--- src/rtl/inst_fetch_unit.sv ---
// Fetch stage: owns the fetch PC, runs a single-outstanding req/ack handshake with
// instruction memory, and buffers fetched words with their PCs in a circular queue.
module inst_fetch_unit #(
  parameter logic [31:0] RESET_PC = 32'h0000_0000,
  parameter int unsigned DEPTH    = 4
) (
  input  logic                     rclk,
  input  logic                     rst,
  output logic                     imem_req,
  output logic [31:0]              imem_addr,
  input  logic                     imem_ack,
  input  logic [31:0]              imem_rdata,
  input  logic                     redirect,
  input  logic [31:0]              redirect_pc,
  output logic                     inst_valid,
  output logic [31:0]              inst,
  output logic [31:0]              inst_pc,
  input  logic                     inst_ready,
  output logic [$clog2(DEPTH):0]   q_count
);

  localparam int unsigned PW = $clog2(DEPTH);
  localparam int unsigned CW = PW + 1;

  localparam logic [1:0] S_IDLE  = 2'd0;
  localparam logic [1:0] S_FETCH = 2'd1;
  localparam logic [1:0] S_DROP  = 2'd2;

  typedef struct packed {
    logic [31:0] pc;
    logic [31:0] word;
  } entry_t;

  entry_t          q_mem [DEPTH];
  logic [1:0]      state_q, state_d;
  logic [31:0]     fetch_pc_q, fetch_pc_d;
  logic [31:0]     addr_q, addr_d;
  logic            req_q, req_d;
  logic [PW-1:0]   wr_ptr_q, wr_ptr_d, rd_ptr_q, rd_ptr_d;
  logic [CW-1:0]   count_q, count_d;
  logic            enq, deq, has_space, new_req;
  logic [31:0]     target_pc;

  assign target_pc = redirect_pc & 32'hFFFF_FFFC;

  // Queue bookkeeping and fetch PC; redirect overrides any same-cycle enq/deq.
  always_comb begin
    enq        = (state_q == S_FETCH) && imem_ack && !redirect;
    deq        = (count_q != '0) && inst_ready && !redirect;
    wr_ptr_d   = wr_ptr_q;
    rd_ptr_d   = rd_ptr_q;
    count_d    = count_q;
    fetch_pc_d = fetch_pc_q;
    if (redirect) begin
      wr_ptr_d   = '0;
      rd_ptr_d   = '0;
      count_d    = '0;
      fetch_pc_d = target_pc;
    end else begin
      if (enq) begin
        wr_ptr_d   = wr_ptr_q + PW'(1);
        fetch_pc_d = fetch_pc_q + 32'd4;
      end
      if (deq) begin
        rd_ptr_d = rd_ptr_q + PW'(1);
      end
      count_d = count_q + CW'(enq) - CW'(deq);
    end
    has_space = count_d < CW'(DEPTH);
  end

  // Next-state logic; a request already issued is only ever retired by its ack.
  always_comb begin
    state_d = state_q;
    case (state_q)
      S_IDLE: begin
        if (has_space) state_d = S_FETCH;
      end
      S_FETCH: begin
        if (imem_ack) begin
          if (!redirect && !has_space) state_d = S_IDLE;
        end else if (redirect) begin
          state_d = S_DROP;
        end
      end
      S_DROP: begin
        if (imem_ack) state_d = S_FETCH;
      end
      default: state_d = S_IDLE;
    endcase
    new_req = (state_d == S_FETCH) && ((state_q != S_FETCH) || imem_ack);
    req_d   = (state_d == S_FETCH) || (state_d == S_DROP);
    addr_d  = new_req ? fetch_pc_d : addr_q;
  end

  always_ff @(posedge rclk or posedge rst) begin
    if (rst) begin
      state_q    <= S_IDLE;
      fetch_pc_q <= RESET_PC;
      addr_q     <= RESET_PC;
      req_q      <= 1'b0;
      wr_ptr_q   <= '0;
      rd_ptr_q   <= '0;
      count_q    <= '0;
    end else begin
      state_q    <= state_d;
      fetch_pc_q <= fetch_pc_d;
      addr_q     <= addr_d;
      req_q      <= req_d;
      wr_ptr_q   <= wr_ptr_d;
      rd_ptr_q   <= rd_ptr_d;
      count_q    <= count_d;
    end
  end

  // Queue storage needs no reset; occupancy gates every read.
  always_ff @(posedge rclk) begin
    if (enq) begin
      q_mem[wr_ptr_q].pc   <= fetch_pc_q;
      q_mem[wr_ptr_q].word <= imem_rdata;
    end
  end

  assign imem_req   = req_q;
  assign imem_addr  = addr_q;
  assign q_count    = count_q;
  assign inst_valid = (count_q != '0);
  assign inst       = inst_valid ? q_mem[rd_ptr_q].word : 32'd0;
  assign inst_pc    = inst_valid ? q_mem[rd_ptr_q].pc   : 32'd0;

endmodule

--- config.mk ---
export PLATFORM = sky130hd
export DESIGN_NAME = inst_fetch_unit
export DESIGN_NICKNAME = d
export VERILOG_FILES = /design/src/rtl/inst_fetch_unit.sv
export SDC_FILE = /design/constraint.sdc
export NUM_CORES = 1
export LEC_CHECK = 0
export ABC_AREA = 1
export CAP_MARGIN = 20
export CORE_MARGIN = 10
export CORE_UTILIZATION = 40
export DETAILED_ROUTE_END_ITERATION = 8
export GPL_ROUTABILITY_DRIVEN = 0
export HOLD_SLACK_MARGIN = 0.15
export SETUP_SLACK_MARGIN = 0.02
export SYNTH_ARGS = -nofsm -noshare
export SYNTH_HDL_FRONTEND = slang
export SYNTH_SLANG_ARGS = --single-unit
--- constraint.sdc ---
create_clock -name rclk -period 12.2 [get_ports rclk]
set_clock_uncertainty 0.15 [all_clocks]
set_input_delay 2.44 -clock rclk [delete_from_list [all_inputs] [get_ports rclk]]
set_output_delay 2.44 -clock rclk [all_outputs]
set_load 0.1 [all_outputs]
==> results of run 1 <==
[cells in the final DEF (no fill, tap or decap), drive strengths merged, types with 3 or more instances in the layout]
cell,count
nor2,307
edfxtp,256
nand2,176
clkdlybuf4s50,167
o21ai,139
dfrtp,74
a21oi,68
inv,57
nand3,55
clkbuf,46
clkinv,17
or2,15
buf,12
nand4,9
ha,8
a21boi,7
and2,6
a31oi,5
nor3,4
xnor2,4
xor2,4
nand3b,3
o211ai,3
[kinds of logic after synthesis]
| kind of cell | share of synthesized area, % |
|---|---|
| AOI/OAI and AO/OA | 8.700 |
| DFF | 68.95 |
| and+or+nand+nor | 17.69 |
| buffers and inverters | 3.292 |
| xor gates and xnor gates | 0.5064 |
| adders and majority gates | 0.8682 |
[layout make-up]
type | count | area (um2) | area share (%)
inverters | 58 | 219.0 | 1.279
multi-input cells | 820 | 3879 | 22.65
repair buffers | 179 | 1762 | 10.29
clock buffers | 46 | 991.0 | 5.787
flip-flops and latches | 330 | 9544 | 55.74
well taps | 455 | 569.3 | 3.325
clock inverters | 20 | 160.2 | 0.9353
[state kept, by name, indices dropped and copies added, names as in the netlist]
register	cells
rd_ptr_q	2
state_q	2
imem_req	1
q_count	3
fetch_pc_q	32
q_mem	256
imem_addr	32
wr_ptr_q	2
[routing by layer]
| layer | part of all wire [%] | up-vias | global-route usage [%] |
|---|---|---|---|
| met1 | 45 | 4541 | 21.07 |
| met2 | 47 | 238 | 25.31 |
| met5 | 0 | - | 0 |
| li1 | - | 4649 | - |
| met4 | 2.1 | 0 | 4.300 |
| met3 | 5.9 | 49 | 3.401 |
[metrics by stage]
stage               util (%)  cells
floorplan                  -   1269
global placement       46.47   1842
detailed placement     46.47   1842
CTS                    49.82   1908
global route           49.82   1908
finish                 49.82   1908
[worst min-delay path: stages (launching register included)]
cell     delay, ns
dfrtp_1       0.35
nand2_1       0.05
nand2_1       0.05
[worst paths after layout]
kind / from / to / slack (ns) / depth (start not counted)
min in group asynchronous: rst / imem_req$_DFF_PP0_ / 2.37 / 3
worst min-delay path: imem_addr[13]$_DFFE_PP0P_ / imem_addr[13]$_DFFE_PP0P_ / 0.33 / 2
worst max register to register: q_count[1]$_DFF_PP0_ / imem_addr[30]$_DFFE_PP0P_ / 7.40 / 20
max in group asynchronous: rst / rd_ptr_q[0]$_DFFE_PP0P_ / 8.80 / 3
worst max-delay path: rd_ptr_q[0]$_DFFE_PP0P_ / inst_pc[12] / 5.39 / 5
worst min register to register: imem_addr[13]$_DFFE_PP0P_ / imem_addr[13]$_DFFE_PP0P_ / 0.33 / 2
==> impl_metrics.tcl, run 1 <==
set metrics [dict create \
    path_delay_family "buffers and inverters" \
    yosys-top-cells-count "nor2_1 (297), edfxtp_1 (256), nand2_1 (173)" \
    routedWlPerCell_um 17.92 \
    fin_nets 1503 \
    syn_area_um2 13840 \
    crit_slowest_cell "clkdlybuf4s50_1" \
    placed_cell_area_um2 15970 \
    maxSlewHeadroom_pct 25.01 \
    antennaDiodeCount 0 \
    synth_area_leaders "edfxtp_1 (56%), dfrtp_1 (13%), nor2_1 (8.1%), o21ai_0 (4.8%), nand2_1 (4.7%)" \
    fin_area_um2 17120 \
    clockRootBuffer "clkbuf_16" \
    cp_num_buf_inv 3 \
    min_period_over_period_pct 55.78 \
    vias_per_cell 4.967 \
    drive_gt1_share_pct 7.708 \
    period_minus_slack_ns 6.805 \
    cp_cell_sequence "clkinv_2, buf_4, o21ai_0, a21oi_1, clkdlybuf4s50_1" \
    gr-usage-all-layers_pct 15.71 \
    ys_seq_elements 330 \
    die_x_um 206.0 \
    ant_nets 0 \
    yosys.area.top_type "edfxtp_1" \
    htree_num_levels 2 \
    gr-total-overflow 0 \
    area_growth_syn_to_layout_pct 23.77 \
    tritoncts "yes" \
    cts_hold_buffers 0 \
    rows 68 \
    first_iter_violations 567 \
    grt_max_degree 107 \
    cts.clk_slew.worst_paths_ns 0.06 \
    cts_buffers 36 \
    hold_viol 0 \
    worst_pin_slew_ns 1.121 \
    ys.warnings.count 0 \
    cts_sinks 330 \
    drt_first_pass_iters 5 \
    worstPathRequired_ns 9.61 \
    synth.top_cell.area_share_pct 55.56 \
    setup_ws_ns 5.395 \
    finalSetupViolations 0 \
    fin_setup_tns_ns 0 \
    status "complete, no violations" \
    synth_async_sr_flop_share_pct 22.42 \
    grt_pass1_wl_mm 52.27 \
    portBuffers 167 \
    timing.critical_path.arrival_ns 4.22 \
    fmax_ghz 0.1469 \
    crit_path_end_kind "output pin" \
    clk_latency_ns 0.51 \
    place_worst_setup_slack_ns 4.955 \
    synth_edf_count 256 \
    yosysSeqAreaShare_pct 68.95 \
    cts_setup_buffers 0 \
    synth-main-ff-cell "edfxtp_1" \
    remaining_drc_errors 0 \
    cts_buffer_depth 3 \
    finalMaxSlewViolations 0 \
    rsz0062_at_grt "no" \
    ys_types 39 \
    hold_class "reg2reg" \
    cts_resized 0 \
    hold-worst-slack_ns 0.3341 \
    critical_path.max_stage_delay_ns 1.20 \
    avgSynthCellArea_um2 10.90 \
    cp_max_fo 106 \
    die_y_um 206.0 \
    n_fill_cell 3045 \
    top_level_ports 170 \
    start_util_pct 40.25 \
    critical_path_class "reg2out" \
    dieArea_um2 42430 \
    vias 9477 \
    core_um2 34370 \
    antenna_found_initial 0 \
    synthMostInstantiatedCell "nor2_1" \
    crit_path_start_kind "flop" \
    dp_hpwl_mm 19.90 \
    wl_mm 34.18 \
    syn-instance-count 1269 \
    grt_pass1_vias 9194 \
    drv_cap 0 \
    syn_nets 1347 \
]
Power of run 1 is left out: the tool's default activity adds up to more than one toggle a clock period on the data nets, which glitch-free logic cannot reach.
==> run 2: changes to the inputs <==
==> constraint.sdc (replaced) <==
create_clock -name rclk -period 6.5 [get_ports rclk]
set_clock_uncertainty 0.15 [all_clocks]
set_input_delay 1.3 -clock rclk [delete_from_list [all_inputs] [get_ports rclk]]
set_output_delay 1.3 -clock rclk [all_outputs]
set_load 0.1 [all_outputs]
==> run 2 against run 1 <==
Compared with the run above:
- design area fell by 0.14%
- register-to-register slack worse by 5.5 ns
- sequential share of layout area rose by 0.077 points
- core utilization down 0.069 points
- global-route usage is 0.18 points higher
- setup slack worse by 4.3 ns
- non-clock buffer count is 7 higher
- critical path depth up 1
- flip-flop and latch count unchanged
- cell count unchanged
- highest routed layer unchanged
==> impl_metrics.tcl, run 2 (same netlist as run 1, synthesis figures left out) <==
set metrics [dict create \
    status "complete, no violations" \
    critical_path_class "reg2out" \
    remaining_drc_errors 0 \
    gr-total-overflow 0 \
    start_util_pct 40.25 \
    drv_cap 0 \
    timing.critical_path.arrival_ns 3.93 \
    crit_path_start_kind "flop" \
    cts_hold_buffers 0 \
    dieArea_um2 42430 \
    cts_resized 0 \
    finalSetupViolations 0 \
    rows 68 \
    routedWlPerCell_um 18.12 \
    dp_hpwl_mm 21.56 \
    grt_pass1_vias 9272 \
    first_iter_violations 517 \
    ant_nets 0 \
    antenna_found_initial 0 \
    grt_max_degree 83 \
    hold_class "reg2reg" \
    final_cells 1908 \
    clockRootBuffer "clkbuf_16" \
    whs_endpoint "imem_addr[28]$_DFFE_PP0P_" \
    drt_first_pass_iters 5 \
    tritoncts "yes" \
    antennaDiodeCount 0 \
    wl_mm 34.58 \
    layout_commonest_cell "nor2_1" \
    fin_nets 1510 \
    cts.clk_slew.worst_paths_ns 0.06 \
    reg2reg_slack_ns 1.93 \
    gr-usage-all-layers_pct 15.89 \
    final_cell_mix "nor2_1 (292), edfxtp_1 (256), nand2_1 (173), clkdlybuf4s50_1 (165), o21ai_0 (134)" \
    fin_util_pct 49.75 \
    maxSlewHeadroom_pct 27.00 \
    timing.rr.start "q_count[1]$_DFF_PP0_" \
    finalMaxSlewViolations 0 \
    portBuffers 167 \
    vias_per_cell 4.958 \
    die_y_um 206.0 \
    rsz0062_at_grt "no" \
    die_x_um 206.0 \
    fin_setup_tns_ns 0 \
    drive_gt1_share_pct 8.052 \
    placed_cell_area_um2 16020 \
    place_inst 1849 \
    hold_start "imem_addr[28]$_DFFE_PP0P_" \
    cts_buffer_depth 3 \
    cp_max_fo 70 \
    crit_path_end_kind "output pin" \
    fmax_ghz 0.1860 \
    cts_setup_buffers 0 \
    hold_viol 0 \
    top_level_ports 170 \
    min_period_over_period_pct 82.71 \
    clk_latency_ns 0.50 \
    reg2regPathDepth 19 \
    vias 9460 \
    worstPathRequired_ns 5.05 \
    min_path_cells 2 \
    cts_sinks 330 \
    r2r-end "imem_addr[11]$_DFFE_PP0P_" \
    largest_register_ffs 256 \
    core_um2 34370 \
    grt_pass1_wl_mm 52.63 \
    worst_pin_slew_ns 1.092 \
    period_minus_slack_ns 5.376 \
    area_growth_syn_to_layout_pct 23.59 \
    fin_area_um2 17100 \
    htree_num_levels 2 \
    max_flop_register "q_mem" \
    cts_buffers 36 \
]
==> run 2: cell types whose count changed in the layout (fill, tap and decap cells not counted), sizes merged <==
cell,change
clkdlybuf4s50,-2
clkinvlp,-2
buf,+9
clkbuf,-3
clkinv,-2
==> run 2: worst max path at each step <==
| stage | cells after the start | end | startpoint | slack [ns] |
|---|---|---|---|---|
| 6_report | 6 | inst[23] | rd_ptr_q[0]$_DFFE_PP0P_ | 1.12 |
| 5_1_grt | 6 | inst[12] | rd_ptr_q[0]$_DFFE_PP0P_ | 0.86 |
| 2_1_floorplan | 3 | q_mem[0][0]$_DFFE_PP_ | redirect | 1.61 |
| 3_3_place_gp | 17 | imem_addr[10]$_DFFE_PP0P_ | redirect | 1.22 |
| 4_1_cts | 6 | inst[12] | rd_ptr_q[0]$_DFFE_PP0P_ | 1.09 |
| 3_5_place_dp | 17 | imem_addr[22]$_DFFE_PP0P_ | redirect | 1.16 |
==> run 2: per-stage QoR <==
step	hold WS [ns]	worst slack, ns
6_report	0.3343	1.124
5_1_grt	0.3609	0.8573
4_1_cts	0.3348	1.090
3_5_place_dp	0.3145	1.162
3_3_place_gp	0.3176	1.220
2_1_floorplan	0.3260	1.613
==> run 2: final cells by class <==
cell class	count	area, um2
multi-input combinational	820	3879
clock buffer	43	958.4
inverter	58	219.0
tap	455	569.3
clock inverter	16	121.4
fill	3065	17270
timing repair buffer	186	1809
sequential	330	9544
==> run 2: routing by layer <==
metal	global-route usage, %	part of all wire (%)	up-vias
li1	-	-	4651
met1	21.02	46	4531
met2	25.83	47	233
met3	3.511	5.7	45
met4	4.404	1.9	0
met5	0	0	-
==> run 2: worst max-delay path: stages, from the launching register on <==
cell             delay [ns]
dfrtp_4                0.95
buf_4                  0.69
nor2_1                 0.11
nor2_1                 0.10
o21ai_0                0.09
a21oi_1                0.24
clkdlybuf4s50_1        1.19
Power of run 2 is left out for the same reason.
